--- src/rtl/img_ram_loader.sv ---
// Image RAM write-side loader: waits for a sync byte, writes the next NumPixels
// UART bytes into RAM, and otherwise forwards the display read address.
module img_ram_loader #(
  parameter int                  AddressWidth  = 14,
  parameter int                  DataWidth     = 8,
  parameter int                  NumPixels     = 16384,
  parameter logic [DataWidth-1:0] SyncByte     = 8'hA5,
  parameter int                  TimeoutCycles = 1000000
) (
  input  logic                    clk,
  input  logic                    rst,
  input  logic [DataWidth-1:0]    rx_data,
  input  logic                    rx_valid,
  input  logic [AddressWidth-1:0] rd_addr,
  output logic                    ram_rw,
  output logic [AddressWidth-1:0] ram_addr,
  output logic [DataWidth-1:0]    ram_data,
  output logic                    loading,
  output logic                    frame_done,
  output logic                    frame_err
);

  localparam int TW = $clog2(TimeoutCycles) + 1;
  localparam int PW = AddressWidth + 1;

  localparam logic [0:0] S_IDLE = 1'b0;
  localparam logic [0:0] S_LOAD = 1'b1;

  // One extra counter bit keeps NumPixels == 2**AddressWidth comparable.
  localparam logic [PW-1:0] LAST_PIX  = PW'(NumPixels - 1);
  localparam logic [TW-1:0] LAST_TICK = TW'(TimeoutCycles - 1);

  logic [0:0]    state_q, state_d;
  logic [PW-1:0] pcnt_q, pcnt_d;
  logic [TW-1:0] tcnt_q, tcnt_d;
  logic          wr, done_d, err_d;

  always_comb begin
    state_d = state_q;
    pcnt_d  = pcnt_q;
    tcnt_d  = tcnt_q;
    wr      = 1'b0;
    done_d  = 1'b0;
    err_d   = 1'b0;
    case (state_q)
      S_IDLE: begin
        if (rx_valid && rx_data == SyncByte) begin
          state_d = S_LOAD;
          pcnt_d  = '0;
          tcnt_d  = '0;
        end
      end
      S_LOAD: begin
        if (rx_valid) begin
          // A byte in the expiry cycle still wins over the timeout.
          wr     = 1'b1;
          pcnt_d = pcnt_q + 1'b1;
          tcnt_d = '0;
          if (pcnt_q == LAST_PIX) begin
            done_d  = 1'b1;
            state_d = S_IDLE;
          end
        end else if (tcnt_q == LAST_TICK) begin
          err_d   = 1'b1;
          state_d = S_IDLE;
          tcnt_d  = '0;
        end else begin
          tcnt_d = tcnt_q + 1'b1;
        end
      end
      default: state_d = S_IDLE;
    endcase
  end

  always_ff @(posedge clk or posedge rst) begin
    if (rst) begin
      state_q    <= S_IDLE;
      pcnt_q     <= '0;
      tcnt_q     <= '0;
      ram_rw     <= 1'b1;
      ram_addr   <= '0;
      ram_data   <= '0;
      loading    <= 1'b0;
      frame_done <= 1'b0;
      frame_err  <= 1'b0;
    end else begin
      state_q    <= state_d;
      pcnt_q     <= pcnt_d;
      tcnt_q     <= tcnt_d;
      ram_rw     <= ~wr;
      ram_addr   <= wr ? pcnt_q[AddressWidth-1:0] : rd_addr;
      if (wr) ram_data <= rx_data;
      loading    <= (state_d == S_LOAD);
      frame_done <= done_d;
      frame_err  <= err_d;
    end
  end

endmodule

--- config.mk ---
export PLATFORM = sky130hd
export DESIGN_NAME = img_ram_loader
export DESIGN_NICKNAME = d
export VERILOG_FILES = /design/src/rtl/img_ram_loader.sv
export SDC_FILE = /design/constraint.sdc
export NUM_CORES = 1
export LEC_CHECK = 0
export CAP_MARGIN = 0
export CORE_UTILIZATION = 25
export CTS_BUF_LIST = sky130_fd_sc_hd__clkbuf_4
export DETAILED_ROUTE_END_ITERATION = 16
export GPL_ROUTABILITY_DRIVEN = 0
export PLACE_DENSITY = 0.56
export RECOVER_POWER = 50
export SLEW_MARGIN = 20
export SYNTH_ARGS = -nofsm -noshare
export SYNTH_HDL_FRONTEND = slang
export SYNTH_SLANG_ARGS = --single-unit
export TNS_END_PERCENT = 50
--- constraint.sdc ---
create_clock -name clk -period 2.2 [get_ports clk]
set_input_delay 0.66 -clock clk [delete_from_list [all_inputs] [get_ports clk]]
set_output_delay 0.66 -clock clk [all_outputs]
set_load 0.05 [all_outputs]
==> metrics <==
outcome complete, but fails checks; failing checks DRC; post-synthesis sequential area ratio 51.6%; worst slew pin tran 0.719 ns; cts bufs inserted 9; Reg2Reg Launch Point tcnt_q[0]$_DFFE_PP0P_; reg2reg path depth 6; kind of critical path register to register; syn avg cell area 9.14 sq um; root buf cell clkbuf_4; Clock Path Buffers 2; Cell Pwr Density 570 nW/um^2; Cell variety after synth 41; reg2reg end tcnt_q[20]$_DFFE_PP0P_; Vias/cell 4.77; min Tclk post-route 2.05 ns; CTS tree yes; most frequent cells in the layout nand2_1, dfrtp_1, o21ai_0, buf_4, clkdlybuf4s50_1; HP Start ram_data[4]$_DFFE_PP0P_; vias 2656; GR Util met1 17.7%; worst path bufs/invs 0; Area Growth Syn to Fin 30.8%; num rows 39; crit start category register; hold path depth 2; Die ar. 12500 sq um; crit-path max FO 5; Final HPWL DP 5230 um; CP Capture Type register; Synth async-reset ratio 100%; Place WS -0.211 ns; busiest layer in global routing met2; final worst setup slack 0.149 ns; Initial DRC Count 144; largest net degree at the start of global routing 30; vias in the first global route 2710; Syn Nets 356; Synth Register Bits 62; Final ANT Viol Nets 0; Synth area leaders dfrtp_1, nand2_1, o21ai_0, a21oi_1, nand3_1; max incr delay on CP 0.57 ns; crit-path cells ha_1, and3_1, nand4_1, or4_1, or3_1, nand3_1; met2 GRT Util 19.9%; Final Hold Fails 0; clk sink count 62; skew final 0.00884 ns; Hold/Removal Path Class register to register; gr usage total 13.2%; worst path arrival time 2.41 ns; Final Cycle Share 93.2%; first-pass GRT wire length 12900 um; H-tree Lvls 3; commonest non-fill, non-tap cell in the layout nand2_1; Max-slew headroom 52.0%; Routed Wire Length 7400 um; TNS Setup 0 ns; worst-skew pair later-pin latency 0.42 ns; ys flop type dfrtp_1; YS warnings 0; Crit path max-delay family simple AND/OR/NAND/NOR gates; unrepaired setup endpoints after global routing no; Die W 112 um; Worst-path clk slew 0.10 ns; grt met3 use 2.45%; initial antenna violation count 1; LEAKAGE 1.84 nW; Initial Util 26.0%; DR WL/cell 13.3 um; layout cells sized above 1 16.7%; die height 112 um; Worst path slowest cell or4_1; Max Freq 0.488 GHz; Mapped Area 3010 sq um; Mapped Cells 329; Worst Path Required 2.56 ns; core area 11600 sq um; Synth area leader dfrtp_1; Overflow after GRT 0; Post-synth EDFFs 0; Yosys top cell area share 50.7%; # setup viols final 0; max_cap viols 0; PortBufs 50; nets 436; io pins 51; Slew Limit Fails 0; VDD IR max 0.224 mV; register-to-register path setup slack 0.15 ns; Min Hold Slack 0.484 ns; Hold EP ram_data[4]$_DFFE_PP0P_; drt first pass iters 12; post-route DRC violation count 3
area by class of cell:
cell class	count	area (sq um)
inverters	7	26.3
fillers	1195	7630
clock buffers	12	90.1
flip-flops and latches	62	1550
diodes	1	2.50
multi-input cells	247	1350
well taps	143	179
repair buffers	82	719
clock inverters	3	12.5
power by group:
group | total, mW | switching (mW) | internal (mW) | leakage (nW)
Combinational | 0.338 | 0.211 | 0.128 | 0.967
Sequential | 1.24 | 0.0444 | 1.20 | 0.813
Clock | 0.661 | 0.405 | 0.256 | 0.0623
Total | 2.24 | 0.660 | 1.58 | 1.84
sequential cells by signal, indices dropped and copies added (netlist names):
register    cells
state_q         1
tcnt_q         21
frame_done      1
ram_data        8
pcnt_q         15
ram_addr       14
frame_err       1
ram_rw          1
synthesized netlist by cell type (2+ instances only):
master and instances:
nand2b_1 5, and3_1 6, nor2_1 14, nor4_4 3
a21o_2 3, nand4_1 10, o21ai_0 33, nand3_1 13
a21o_1 2, nor3_1 4, or2_2 2, nand2_1 88
a31oi_1 9, mux2i_1 4, or3b_2 2, or3_1 3
and4_1 2, a22o_1 2, or3_2 2, nor4_1 4
buf_6 4, a21oi_1 14, xor2_1 3, inv_1 7
clkbuf_1 9, dfrtp_1 61, ha_1 2, xnor2_1 3
and2_1 3
layer usage:
layer | share of wire [%] | routed length [um]
met5 | 0 | 0
met4 | 1.9 | 137
met3 | 3.4 | 253
met2 | 44 | 3230
met1 | 51 | 3780
worst min-delay path, delay by kind of cell (launching register included):
kind	cells	cell delay [ns]
AND/OR/NAND/NOR	2	0.10
flip-flops	1	0.36
metrics by stage:
stage                     area [sq um]  std cells  util [%]  power [mW]
after floorplan                   3010        329         -        1.45
after global placement            3860        539      33.3        1.62
after detailed placement          3860        539      33.3        1.63
after CTS                         3930        554      34.0        2.29
after global routing              3930        557      34.0        2.37
final                             3930        557      34.0        2.24
cells by family (layout without fill, tap and decap cells):
logic type	count (synthesis)	count (layout)	synth area share (%)
buffers and inverters	20	104	3.49
adder cells (fa/ha/maj)	2	2	0.832
multiplexers	4	4	1.33
flip-flops	62	62	51.6
XOR/XNOR	6	6	1.75
AND/OR/NAND/NOR	169	169	28.5
AO/OA/AOI/OAI	66	66	12.5
other	0	1	0
worst max-delay path by stage:
stage,to,slack (ns),startpoint,cells after the start
5_1_grt,tcnt_q[20]$_DFFE_PP0P_,0.003,tcnt_q[0]$_DFFE_PP0P_,6
6_report,tcnt_q[20]$_DFFE_PP0P_,0.15,tcnt_q[0]$_DFFE_PP0P_,6
3_3_place_gp,pcnt_q[9]$_DFFE_PP0P_,-0.17,rx_valid,6
4_1_cts,tcnt_q[20]$_DFFE_PP0P_,0.09,tcnt_q[0]$_DFFE_PP0P_,6
3_5_place_dp,pcnt_q[5]$_DFFE_PP0P_,-0.21,rx_valid,6
2_1_floorplan,frame_done$_DFF_PP0_,0.0003,rst,1
repair_timing:
item | 4_1_cts | 5_1_grt
endpoints found under the hold margin | 0 | 0
setup endpoints to repair | 20 | 1
hold buffers | 0 | 0
pin swaps | 0 | 1
gates resized for setup | 20 | 1
buffers inserted | 0 | 2
Power figures use the tool's default switching activity.
